### src/rtl/half_min_reduce.sv
// half_min_reduce: per-group streaming IEEE-754 minimum with winner index, count, NaN and overflow flags.
module half_min_reduce #(
    parameter int    BITS      = 16,
    parameter string PRECISION = "HALF",
    parameter int    IDX_BITS  = 8
) (
    input  logic                clk,
    input  logic                rstn,
    input  logic                in_valid,
    input  logic                in_last,
    input  logic [BITS-1:0]     a,
    output logic                out_valid,
    output logic [BITS-1:0]     out_min,
    output logic [IDX_BITS-1:0] out_idx,
    output logic [IDX_BITS-1:0] out_count,
    output logic                out_nan,
    output logic                out_ovf
);
    localparam int EXP = (PRECISION == "SINGLE") ? 8 : 5;
    localparam int MAN = BITS - 1 - EXP;
    localparam logic [IDX_BITS-1:0] MAX = '1;

    if (!(PRECISION == "HALF" && BITS == 16) && !(PRECISION == "SINGLE" && BITS == 32)) begin : g_bad_cfg
        $error("half_min_reduce: PRECISION must be HALF (BITS=16) or SINGLE (BITS=32)");
    end

    typedef enum logic {IDLE, ACCUM} state_t;

    state_t              state;
    logic [BITS-1:0]     run_min;
    logic [IDX_BITS-1:0] run_idx, run_cnt;
    logic                run_nan, run_ovf;

    logic [BITS-1:0]     nxt_min;
    logic [IDX_BITS-1:0] nxt_idx, nxt_cnt;
    logic                nxt_nan, nxt_ovf, first, sat, nan_a, take;

    // Mapping sign-magnitude onto an unsigned key gives the total order, with -0 just below +0.
    function automatic logic [BITS-1:0] key(input logic [BITS-1:0] v);
        return v[BITS-1] ? ~v : {1'b1, v[BITS-2:0]};
    endfunction

    function automatic logic is_nan(input logic [BITS-1:0] v);
        return (&v[BITS-2 -: EXP]) && (|v[MAN-1:0]);
    endfunction

    always_comb begin
        first   = state == IDLE;
        sat     = run_cnt == MAX;
        nan_a   = is_nan(a);
        take    = first || (!nan_a && (is_nan(run_min) || key(a) < key(run_min)));
        nxt_min = take ? a : run_min;
        nxt_idx = first ? '0 : (take ? run_cnt : run_idx);
        nxt_cnt = first ? IDX_BITS'(1) : (sat ? run_cnt : run_cnt + IDX_BITS'(1));
        nxt_nan = nan_a || (!first && run_nan);
        nxt_ovf = !first && (run_ovf || sat);
    end

    always_ff @(posedge clk or negedge rstn) begin
        if (!rstn) begin
            state     <= IDLE;
            run_min   <= '0;
            run_idx   <= '0;
            run_cnt   <= '0;
            run_nan   <= 1'b0;
            run_ovf   <= 1'b0;
            out_valid <= 1'b0;
            out_min   <= '0;
            out_idx   <= '0;
            out_count <= '0;
            out_nan   <= 1'b0;
            out_ovf   <= 1'b0;
        end else begin
            out_valid <= in_valid && in_last;
            if (in_valid) begin
                state   <= in_last ? IDLE : ACCUM;
                run_min <= nxt_min;
                run_idx <= nxt_idx;
                run_cnt <= nxt_cnt;
                run_nan <= nxt_nan;
                run_ovf <= nxt_ovf;
                if (in_last) begin
                    out_min   <= nxt_min;
                    out_idx   <= nxt_idx;
                    out_count <= nxt_cnt;
                    out_nan   <= nxt_nan;
                    out_ovf   <= nxt_ovf;
                end
            end
        end
    end
endmodule

### config.mk
export PLATFORM = sky130hd
export DESIGN_NAME = half_min_reduce
export DESIGN_NICKNAME = d
export VERILOG_FILES = /design/src/rtl/half_min_reduce.sv
export SDC_FILE = /design/constraint.sdc
export NUM_CORES = 1
export LEC_CHECK = 0
export CORE_AREA = 4 4 91 93
export DETAILED_ROUTE_END_ITERATION = 8
export DIE_AREA = 0 0 95 97
export PLACE_DENSITY = 0.9
export SLEW_MARGIN = 20
export SYNTH_ARGS = -nofsm -noshare
export SYNTH_HDL_FRONTEND = slang
export SYNTH_SLANG_ARGS = --single-unit
### constraint.sdc
create_clock -name clk -period 4.77 [get_ports clk]
set_clock_uncertainty 0.15 [all_clocks]
set_input_delay 0.954 -clock clk [delete_from_list [all_inputs] [get_ports clk]]
set_output_delay 0.954 -clock clk [all_outputs]
set_load 0.05 [all_outputs]
==> flow_summary_export.csv <==
group,metric,value,unit
timing,min_period,3.83,ns
die,core_area,7530,sq um
die,die_h,97,um
drt,drt_iter0_drc,193,
timing,rsz0062_at_grt,"no",
status,status,"finished clean",
logic_synthesis,avgSynthCellArea,9.83,sq um
drt,wl_per_cell,17.5,um
logic_synthesis,yosysWarnings,0,
drt,drcViolationCount,0,
logic_synthesis,synth_edf_count,0,
logic_synthesis,netlist.area_leader.share,43.5,%
timing,drv_slew,0,
global_route,grt_usage,22.2,%
cells_and_area,postLayoutCellArea,4750,sq um
setup_path,r2r-start,"run_min[15]$_DFFE_PN0P_",
setup_path,critPathMaxStageDelay,0.45,ns
timing,timing.final.ws_setup,0.943,ns
logic_synthesis,synth_nets,446,
clock_network,root_buffer,"clkbuf_8",
cells_and_area,final_net_count,486,
logic_synthesis,synth_most_common_cell,"dfrtp_1",
setup_path,path_common_cell,"buf_4",
power_and_ir_drop,ir_drop,374,uV
setup_path,regToRegSetupSlack,1.34,ns
timing,worst_pin_slew,1.05,ns
clock_network,cts.path.max_buffers,2,
drt,vias,3391,
cells_and_area,final_cells,556,
die,io_pins,55,
worst_hold_path,hold_depth,2,
setup_path,crit_required,4.85,ns
setup_path,crit_family,"compound AO/OA/AOI/OAI gates",
timing,setup_viol_count_final,0,
global_route,grt_max_degree,44,
worst_hold_path,hold_class,"flip-flop to flip-flop",
cells_and_area,drive_gt1_share,9.91,%
logic_synthesis,synthArstFlopShare,100,%
timing,hold_viol_final,0,
logic_synthesis,netlist_area,4030,sq um
setup_path,crit_path_max_fanout,18,
logic_synthesis,synth_xor_area_share,7.17,%
logic_synthesis,postSynthCellCount,410,
drt,ant_nets,0,
setup_path,worstPathCellList,"clkdlybuf4s50_1 > buf_4 > xor2_1 > ha_1 > a21oi_1 > nor2b_1 > o311ai_2 > a31oi_2 > buf_4 > or2_1 > a311o_1",
setup_path,crit_slowest_cell,"clkdlybuf4s50_1",
clock_network,cts_setup_buffers,0,
placed_design,post_dp_cell_area,4580,sq um
global_route,grt_pass1_vias,3350,
power_and_ir_drop,leakagePower,2.01,nW
timing,clock.fmax,261,MHz
cells_and_area,multi_input_area,2080,sq um
global_route,antenna_found_initial,0,
clock_network,clock_sinks,70,
clock_network,cts_buffers,9,
setup_path,r2r_cells,9,
placed_design,gp_congestion,0.912,
placed_design,hpwl,6710,um
clock_network,hold_buffers,0,
logic_synthesis,netlist_top_cells_count,"70 x dfrtp_1, 33 x nand2_1, 31 x o21ai_0, 26 x nand3_1, 26 x nor2_1",
clock_network,cts_tree,"done",
logic_synthesis,synth_seq_cells,70,
setup_path,critPathLaunchType,"input port",
logic_synthesis,yosys.area_share.simple,17.5,%
timing,fin_tns_setup,0,ns
logic_synthesis,synthMuxAreaShare,6.18,%
logic_synthesis,synth_flop_cell,"dfrtp_1",
placed_design,io_buffers,54,
cells_and_area,register_area,1750,sq um
clock_network,cts_resized,0,
logic_synthesis,synth_top_cell_by_area,"dfrtp_1",
logic_synthesis,synth_compound_area_share,15.8,%
clock_network,path_clk_slew,0.07,ns
setup_path,end_kind,"flip-flop",
cells_and_area,syn2layout_area_growth,17.9,%
job,cap_violations,0,
clock_network,worstSkewPairLatency,0.35,ns
setup_path,reg2reg_to,"run_idx[1]$_DFFE_PN0P_",
global_route,grt_pass1_wl,16300,um
die,die_x,95,um
placed_design,placed_cells,541,
setup_path,path_buf_inv,3,
logic_synthesis,synthTopCellsByArea,"dfrtp_1 43%, ha_1 5.0%, o21ai_0 3.8%",
setup_path,path_class,"input port to flip-flop",
worst_hold_path,min_from,"out_nan$_DFFE_PN0P_",
drt,via_per_inst,6.10,
timing,period_share,80.2,%
cells_and_area,num_antenna_cells,0,
placed_design,place_ws,0.582,ns
die,rows,32,
logic_synthesis,synthAdderAreaFrac,4.97,%
timing,slew_headroom,29.8,%
clock_network,cts_max_level,3,
die,initial_core_util,53.5,%
power_and_ir_drop,p_per_area,599,nW/um^2
logic_synthesis,synth_top_family_by_area,"simple AND/OR/NAND/NOR gates",
drt,dr.pass1.iters,5,
logic_synthesis,yosysSeqAreaShare,43.5,%
die,die-area,9220,sq um
logic_synthesis,synth_cell_types,43,
cells_and_area,n_fill_cell,636,
worst_hold_path,hold_path_end,"out_nan$_DFFE_PN0P_",
setup_path,critPathArrivalTime,3.91,ns
drt,wl,9710,um
global_route,grt-ovfl-total,0,
==> layer usage <==
layer / track usage (%) / vias to the layer above / routed length (um)
met5: 0 / - / 0
met4: 7.88 / 0 / 195
met2: 36.6 / 138 / 5010
li1: - / 1579 / -
met1: 28.4 / 1650 / 3920
met3: 5.13 / 24 / 587
==> sequential cells by signal, summed over array words and instances, names as in the netlist <==
signal	flops
out_min	16
out_nan	1
run_ovf	1
run_cnt	8
out_idx	8
run_min	16
out_ovf	1
out_valid	1
run_idx	8
state	1
out_count	8
run_nan	1
==> where the power goes <==
| group | internal (mW) | switching [mW] |
|---|---|---|
| logic | 0.603 | 0.850 |
| registers | 0.763 | 0.200 |
| clock network | 0.214 | 0.215 |
| total | 1.58 | 1.26 |
==> how the worst max path moves through the flow <==
stage | startpoint | to | slack, ns | cells past startpoint
finish | a[15] | run_idx[1]$_DFFE_PN0P_ | 0.94 | 11
global route | a[15] | run_idx[1]$_DFFE_PN0P_ | 0.83 | 11
detailed placement | a[15] | run_idx[1]$_DFFE_PN0P_ | 0.58 | 11
floorplan | a[15] | run_min[0]$_DFFE_PN0P_ | 0.88 | 13
CTS | a[15] | run_idx[1]$_DFFE_PN0P_ | 0.95 | 11
global placement | a[15] | run_idx[3]$_DFFE_PN0P_ | 0.72 | 11
==> cell type report <==
type	count	area share [%]
Multi-Input combinational cell	300	43.8
Clock inverter	1	0.105
Sequential cell	70	36.9
Timing Repair Buffer	63	12.7
Tap cell	102	2.69
Clock buffer	14	3.42
Inverter	6	0.474
==> placed cells by master, fill, tap and decap left out, drive strengths merged, types with 3 or more instances in the layout <==
| master | netlist | layout |
|---|---|---|
| mux2 | 17 | 17 |
| a221o | 7 | 7 |
| a311o | 9 | 9 |
| nand2 | 33 | 33 |
| clkdlybuf4s50 | 0 | 53 |
| and3 | 14 | 14 |
| dfrtp | 70 | 70 |
| inv | 6 | 6 |
| a21oi | 17 | 17 |
| nor2 | 26 | 26 |
| xor2 | 16 | 16 |
| o21ai | 31 | 31 |
| nor4b | 8 | 8 |
| nor4 | 11 | 11 |
| ha | 16 | 16 |
| nor2b | 9 | 9 |
| nand3 | 26 | 26 |
| buf | 9 | 10 |
| a31oi | 21 | 21 |
| nor3 | 4 | 4 |
| xnor2 | 17 | 17 |
| clkbuf | 25 | 14 |
| o31ai | 3 | 3 |
==> logic make-up after synthesis <==
logic type / after synthesis
and+or+nand+nor: 136
AOI/OAI and AO/OA: 96
DFF: 70
buffers and inverters: 40
xor gates and xnor gates: 33
muxes: 19
adders and majority gates: 16
==> per-stage QoR <==
stage | hold WS, ns | power (mW) | util, %
6_report | 0.329 | 2.85 | 63.1
5_1_grt | 0.362 | 3.03 | 63.1
4_1_cts | 0.335 | 2.84 | 63.1
3_5_place_dp | 0.319 | 2.41 | 60.9
3_3_place_gp | 0.311 | 2.32 | 60.9
2_1_floorplan | 0.316 | 2.04 | -
==> worst register-to-register path, stage by stage, from the launching register on <==
cell      delay, ns
dfrtp_1        0.93
xnor2_1        0.21
ha_1           0.27
a21oi_1        0.14
nor2b_1        0.08
o311ai_2       0.34
a31oi_2        0.15
buf_4          0.21
or2_1          0.41
a311o_1        0.43
Note: power is estimated with default switching activity, not from simulation.
